<file path="src/rtl/irq_pkg.sv">
// rtl/irq_pkg.sv - shared constants, state encoding and vector helper for the irq scheduler
package irq_pkg;

    localparam int NUM_IRQ = 4;
    localparam int ID_W    = $clog2(NUM_IRQ);

    localparam logic [7:0]  VEC_BASE_DEF = 8'hF0;
    localparam int unsigned TIMEOUT_DEF  = 16;

    typedef enum logic [1:0] {
        IDLE    = 2'd0,
        ASSERT  = 2'd1,
        SERVICE = 2'd2
    } state_t;

    // Each vector table entry is one 4-byte slot; the sum wraps at 8 bits.
    function automatic logic [7:0] vec_addr(input logic [7:0] base, input logic [ID_W-1:0] id);
        return base + {{(8 - ID_W - 2){1'b0}}, id, 2'b00};
    endfunction

endpackage

</file>
<file path="src/rtl/irq_scheduler_if.sv">
// rtl/irq_scheduler_if.sv - peripheral/config/cpu signal bundle of the irq scheduler
interface irq_scheduler_if;
    import irq_pkg::*;

    logic [NUM_IRQ-1:0] irq_req;
    logic               cfg_we;
    logic [NUM_IRQ-1:0] cfg_mask;
    logic               cpu_ack;
    logic               cpu_done;
    logic               interrupt;
    logic [7:0]         vector;
    logic [ID_W-1:0]    active_id;
    logic               busy;
    logic [NUM_IRQ-1:0] pending;
    logic               timeout_err;

    // Scheduler side.
    modport slave (
        input  irq_req, cfg_we, cfg_mask, cpu_ack, cpu_done,
        output interrupt, vector, active_id, busy, pending, timeout_err
    );

    // Peripheral / core side.
    modport master (
        output irq_req, cfg_we, cfg_mask, cpu_ack, cpu_done,
        input  interrupt, vector, active_id, busy, pending, timeout_err
    );

endinterface

</file>
<file path="src/rtl/irq_scheduler_rr_arbiter.sv">
// rtl/irq_scheduler_rr_arbiter.sv - combinational round-robin pick starting after the last grant
module rr_arbiter
    import irq_pkg::*;
(
    input  logic [NUM_IRQ-1:0] eligible,
    input  logic [ID_W-1:0]    last_grant,
    output logic [ID_W-1:0]    grant_id,
    output logic               grant_valid
);

    // Scan last_grant+1 .. last_grant+NUM_IRQ (mod NUM_IRQ); the first eligible id wins.
    always_comb begin
        logic [ID_W-1:0] w_idx;
        grant_id    = last_grant;
        grant_valid = 1'b0;
        w_idx       = '0;
        for (int k = 1; k <= NUM_IRQ; k++) begin
            w_idx = last_grant + ID_W'(k);
            if (!grant_valid && eligible[w_idx]) begin
                grant_valid = 1'b1;
                grant_id    = w_idx;
            end
        end
    end

endmodule

</file>
<file path="src/rtl/irq_scheduler.sv">
// rtl/irq_scheduler.sv - latches edge-triggered requests and grants them one at a time to the core
module irq_scheduler
    import irq_pkg::*;
#(
    parameter logic [7:0]  VEC_BASE = VEC_BASE_DEF,
    parameter int unsigned TIMEOUT  = TIMEOUT_DEF
) (
    input  logic           clk,
    input  logic           reset,
    irq_scheduler_if.slave bus
);

    localparam logic [7:0] TMO_LAST = 8'(TIMEOUT - 1);

    state_t             r_state;
    state_t             w_next_state;
    logic [NUM_IRQ-1:0] r_irq_q;
    logic [NUM_IRQ-1:0] r_pending;
    logic [NUM_IRQ-1:0] r_mask;
    logic [7:0]         r_timer;
    logic [ID_W-1:0]    r_active_id;
    logic [ID_W-1:0]    r_last_grant;
    logic               r_timeout_err;

    logic [NUM_IRQ-1:0] w_rise;
    logic [NUM_IRQ-1:0] w_eligible;
    logic [NUM_IRQ-1:0] w_clr_mask;
    logic [ID_W-1:0]    w_grant_id;
    logic               w_grant_valid;
    logic               w_load_grant;
    logic               w_service_done;
    logic               w_timeout_hit;

    assign w_rise     = bus.irq_req & ~r_irq_q;
    assign w_eligible = r_pending & r_mask;

    rr_arbiter u_arb (
        .eligible    (w_eligible),
        .last_grant  (r_last_grant),
        .grant_id    (w_grant_id),
        .grant_valid (w_grant_valid)
    );

    // State register.
    always_ff @(posedge clk) begin
        if (reset) begin
            r_state <= IDLE;
        end else begin
            r_state <= w_next_state;
        end
    end

    // Next-state decode; ack takes priority over timer expiry, stray ack/done are ignored.
    always_comb begin
        w_next_state   = r_state;
        w_load_grant   = 1'b0;
        w_service_done = 1'b0;
        w_timeout_hit  = 1'b0;
        case (r_state)
            IDLE: begin
                if (w_grant_valid) begin
                    w_next_state = ASSERT;
                    w_load_grant = 1'b1;
                end
            end
            ASSERT: begin
                if (bus.cpu_ack) begin
                    w_next_state = SERVICE;
                end else if (r_timer == TMO_LAST) begin
                    w_next_state  = IDLE;
                    w_timeout_hit = 1'b1;
                end
            end
            SERVICE: begin
                if (bus.cpu_done) begin
                    w_next_state   = IDLE;
                    w_service_done = 1'b1;
                end
            end
            default: w_next_state = IDLE;
        endcase
    end

    // One-hot clear of the bit whose service just finished.
    always_comb begin
        w_clr_mask = '0;
        if (w_service_done) begin
            w_clr_mask[r_active_id] = 1'b1;
        end
    end

    // Request latching: a new rising edge beats a simultaneous clear on the same bit.
    always_ff @(posedge clk) begin
        if (reset) begin
            r_irq_q   <= '0;
            r_pending <= '0;
        end else begin
            r_irq_q   <= bus.irq_req;
            r_pending <= (r_pending & ~w_clr_mask) | w_rise;
        end
    end

    // Mask register; changing it never disturbs a grant already in flight.
    always_ff @(posedge clk) begin
        if (reset) begin
            r_mask <= '0;
        end else if (bus.cfg_we) begin
            r_mask <= bus.cfg_mask;
        end
    end

    // Ack timer counts only while staying in ASSERT, otherwise parked at zero.
    always_ff @(posedge clk) begin
        if (reset) begin
            r_timer <= '0;
        end else if (r_state == ASSERT && w_next_state == ASSERT) begin
            r_timer <= r_timer + 8'd1;
        end else begin
            r_timer <= '0;
        end
    end

    // Grant bookkeeping: active id frozen for the whole grant, round-robin pointer moves on completion.
    always_ff @(posedge clk) begin
        if (reset) begin
            r_active_id   <= '0;
            r_last_grant  <= ID_W'(NUM_IRQ - 1);
            r_timeout_err <= 1'b0;
        end else begin
            if (w_load_grant) begin
                r_active_id <= w_grant_id;
            end
            if (w_service_done) begin
                r_last_grant <= r_active_id;
            end
            if (w_timeout_hit) begin
                r_timeout_err <= 1'b1;
            end
        end
    end

    assign bus.interrupt   = (r_state == ASSERT);
    assign bus.busy        = (r_state != IDLE);
    assign bus.vector      = vec_addr(VEC_BASE, r_active_id);
    assign bus.active_id   = r_active_id;
    assign bus.pending     = r_pending;
    assign bus.timeout_err = r_timeout_err;

endmodule

</file>
<file path="src/flat_wrapper.sv">
// flat-port wrapper written by rule: the top's interface ports become plain ports
module irq_scheduler_flat import irq_pkg::*;
#(
    parameter logic [7:0]  VEC_BASE = VEC_BASE_DEF,
    parameter int unsigned TIMEOUT  = TIMEOUT_DEF
)
  (clk, reset, bus_irq_req, bus_cfg_we, bus_cfg_mask, bus_cpu_ack, bus_cpu_done, bus_interrupt, bus_vector, bus_active_id, bus_busy, bus_pending, bus_timeout_err);
  irq_scheduler_if bus_i ();
  input  logic clk;
  input  logic reset;
  input wire logic [$bits(bus_i.irq_req)-1:0] bus_irq_req;
  input wire logic [$bits(bus_i.cfg_we)-1:0] bus_cfg_we;
  input wire logic [$bits(bus_i.cfg_mask)-1:0] bus_cfg_mask;
  input wire logic [$bits(bus_i.cpu_ack)-1:0] bus_cpu_ack;
  input wire logic [$bits(bus_i.cpu_done)-1:0] bus_cpu_done;
  output wire logic [$bits(bus_i.interrupt)-1:0] bus_interrupt;
  output wire logic [$bits(bus_i.vector)-1:0] bus_vector;
  output wire logic [$bits(bus_i.active_id)-1:0] bus_active_id;
  output wire logic [$bits(bus_i.busy)-1:0] bus_busy;
  output wire logic [$bits(bus_i.pending)-1:0] bus_pending;
  output wire logic [$bits(bus_i.timeout_err)-1:0] bus_timeout_err;
  assign bus_i.irq_req = bus_irq_req;
  assign bus_i.cfg_we = bus_cfg_we;
  assign bus_i.cfg_mask = bus_cfg_mask;
  assign bus_i.cpu_ack = bus_cpu_ack;
  assign bus_i.cpu_done = bus_cpu_done;
  assign bus_interrupt = bus_i.interrupt;
  assign bus_vector = bus_i.vector;
  assign bus_active_id = bus_i.active_id;
  assign bus_busy = bus_i.busy;
  assign bus_pending = bus_i.pending;
  assign bus_timeout_err = bus_i.timeout_err;
  irq_scheduler #(.VEC_BASE(VEC_BASE), .TIMEOUT(TIMEOUT)) u_core (.clk(clk), .reset(reset), .bus(bus_i));
endmodule
</file>
<file path="config.mk">
export PLATFORM = sky130hd
export DESIGN_NAME = irq_scheduler_flat
export DESIGN_NICKNAME = d
export VERILOG_FILES = /design/src/rtl/irq_pkg.sv /design/src/rtl/irq_scheduler_if.sv /design/src/rtl/irq_scheduler_rr_arbiter.sv /design/src/rtl/irq_scheduler.sv /design/src/flat_wrapper.sv
export SDC_FILE = /design/constraint.sdc
export NUM_CORES = 1
export LEC_CHECK = 0
export BUFFER_PORTS_ARGS = -buffer_cell sky130_fd_sc_hd__buf_2
export CAP_MARGIN = 40
export CORE_MARGIN = 8
export CORE_UTILIZATION = 54
export CTS_BUF_LIST = sky130_fd_sc_hd__clkbuf_4
export DETAILED_ROUTE_END_ITERATION = 8
export PLACE_DENSITY = 0.78
export SYNTH_ARGS = -nofsm -noshare
export SYNTH_HDL_FRONTEND = slang
export SYNTH_SLANG_ARGS = --single-unit
</file>
<file path="constraint.sdc">
create_clock -name clk -period 1.8 [get_ports clk]
set_input_delay 0.18 -clock clk [delete_from_list [all_inputs] [get_ports clk]]
set_output_delay 0.18 -clock clk [all_outputs]
set_load 0.01 [all_outputs]
</file>
==> metrics.yaml <==
synthCells: 134
clk_pin_slew_worst_paths_ns: 0.14
top_usage_layer: "met2"
setup_slack_ns: 0.394
drtAntennaViolNets: 0
syn_area_per_cell_um2: 9.09
hold_viol_final: 0
fin_skew_ns: 0.00437
netlist_area_mm2: 0.00122
pre_cts_ws_ns: 0.399
hold_path.class: "in2reg"
worstHoldPathCells: 2
status: "complete, no violations"
drv_slew: 0
die_area_mm2: 0.00403
final_nets: 169
clockBufferDepth: 2
gr-usage-all-layers_pct: 12.8
fin_tns_setup_ns: 0
path_max_fanout: 7
synth_seq_cells: 27
worstPathRequired_ns: 2.02
arrival_ns: 1.63
via_per_inst: 5.37
post_cts_resized: 0
synth_top_flop_cell: "dfxtp_1"
startpoint: "u_core.r_timer[0]"
port_buffers: 23
synth_largest_area_cell: "dfxtp_1"
finalPower_mw: 1.06
place.detailed.hpwl_mm: 1.93
grt_use_met2_pct: 22.6
io-pin-count: 30
synth_edf_count: 0
final_common_cell: "dfxtp_1"
die_y_um: 63.5
grt_pass1_wl_mm: 4.27
first_global_vias: 999
diodes: 0
cts_tree: "done"
r2r_start: "u_core.r_timer[0]"
gp_congestion: 0.783
final_cell_mix: "27 x dfxtp_1, 23 x buf_2, 19 x nor2_1"
maxCapViolCount: 0
r2r_end: "u_core.r_timer[5]"
grt_start_max_net_pins: 23
core_mm2: 0.00217
synthDistinctLibCells: 43
num-fill-cells: 197
crit_type: "reg2reg"
ctsHoldBuffers: 0
p_leak_nw: 0.564
vias: 977
period_minus_slack_ns: 1.41
syn_to_final_growth_pct: 10.2
dr.pass1.iters: 4
numCtsBuffers: 3
fin_crit_sh_pct: 78.1
post-cts-setup-buffer-count: 0
num_rows: 17
drc: 0
die_w_um: 63.5
fmax_mhz: 711
drive_above_1_share_pct: 20.8
cts.sinks: 27
rrSetupSlack_ns: 0.39
start_util_pct: 56.1
power_density_mw_per_mm2: 787
ys_top_cells_by_area: "dfxtp_1 44%, nor2_1 5.9%, buf_4 4.9%"
cts_max_level: 1
async_flop_share_pct: 0
cts-root-buf: "clkbuf_4"
crit_end: "u_core.r_timer[5]"
wire_per_inst_um: 13.4
antenna_found_initial: 0
worstSetupEndpointType: "flip-flop"
setup_viol: 0
clock_latency_ns: 0.32
seq_area_frac_synth_pct: 44.4
yosysWarnings: 0
rsz0062_at_grt: "false"
use_met3_pct: 4.59
drtIter0Drc: 41
ir_drop_uv: 501
grt_use_met1_pct: 12.5
critPathLaunchType: "flip-flop"
synth_top_area_share_pct: 44.4
grt.overflow.total: 0
worstRegToRegCells: 5
finalWirelength_mm: 2.44
==> cells in the mapped netlist (2+ instances only) <==
cell type and count:
nor2b_1 4, nand2_1 6, a21oi_1 8, conb_1 2, nor2_1 19, o31ai_1 3, inv_1 4, mux2i_1 4
nand2b_1 5, a31oi_1 2, nand3_1 4, a211o_1 2, xnor2_1 2, o21ai_0 2, dfxtp_1 27, and3_1 2
xor2_1 4, buf_4 8, clkbuf_1 2
==> cell type report <==
type | count | area, um2 | area share (%)
clock buffer | 4 | 30.0 | 2.24
inverter | 4 | 15.0 | 1.12
multi-input combinational | 96 | 606 | 45.1
sequential | 27 | 541 | 40.3
tap | 28 | 35.0 | 2.61
timing repair buffer | 23 | 115 | 8.58
==> where the power goes <==
part / switching (mW) / leakage, nW / internal, mW
combinational: 0.0749 / 0.325 / 0.0594
sequential: 0.0242 / 0.221 / 0.624
clock: 0.172 / 0.0184 / 0.102
==> how the worst min path moves through the flow <==
stage                              start           endpoint  slack, ns
final                     bus_irq_req[0]  u_core.r_irq_q[0]       0.08
after global routing      bus_irq_req[3]  u_core.r_irq_q[3]       0.07
after CTS                 bus_irq_req[0]  u_core.r_irq_q[0]       0.07
after detailed placement  bus_irq_req[0]  u_core.r_irq_q[0]       0.41
after global placement    bus_irq_req[3]  u_core.r_irq_q[3]       0.41
after floorplan           bus_irq_req[0]  u_core.r_irq_q[0]       0.31
==> per-stage QoR <==
step           area, um2  hold slack [ns]  instances  utilization [%]
6_report            1340           0.0796        182             61.8
2_1_floorplan       1230            0.308        138                -
5_1_grt             1340           0.0718        182             61.8
3_3_place_gp        1310            0.408        178             60.4
4_1_cts             1340           0.0686        182             61.8
3_5_place_dp        1310            0.415        178             60.4
==> flip-flops by register name, indices dropped and copies added (netlist names) <==
signal,flops
u_core.bus.active_id,2
u_core.bus.pending,4
u_core.bus.timeout_err,1
u_core.r_irq_q,4
u_core.r_last_grant,2
u_core.r_mask,4
u_core.r_state,2
u_core.r_timer,8
==> worst max-delay path, stage by stage (launching register included) <==
cell and delay (ns):
dfxtp_1 0.38, ha_1 0.21, nand3_1 0.12, nand2b_1 0.21, o21ai_2 0.31, nor2_1 0.08
==> routing by layer <==
layer,up-vias,part of all wire (%)
li1,490,-
met1,447,42
met2,32,48
met3,8,6.8
met4,0,3.1
met5,-,0
==> cells by family (layout without fill, tap and decap cells) <==
kind of cell / count (synthesis) / count (layout) / synth area share (%)
adder cells (fa/ha/maj): 1 / 1 / 1.03
flip-flops: 27 / 27 / 44.4
XOR/XNOR: 6 / 6 / 4.32
buffers and inverters: 15 / 31 / 7.09
AND/OR/NAND/NOR: 51 / 51 / 21.7
multiplexers: 4 / 4 / 3.29
AO/OA/AOI/OAI: 28 / 28 / 17.6
other: 2 / 6 / 0.617
(Power assumes the default switching activity.)
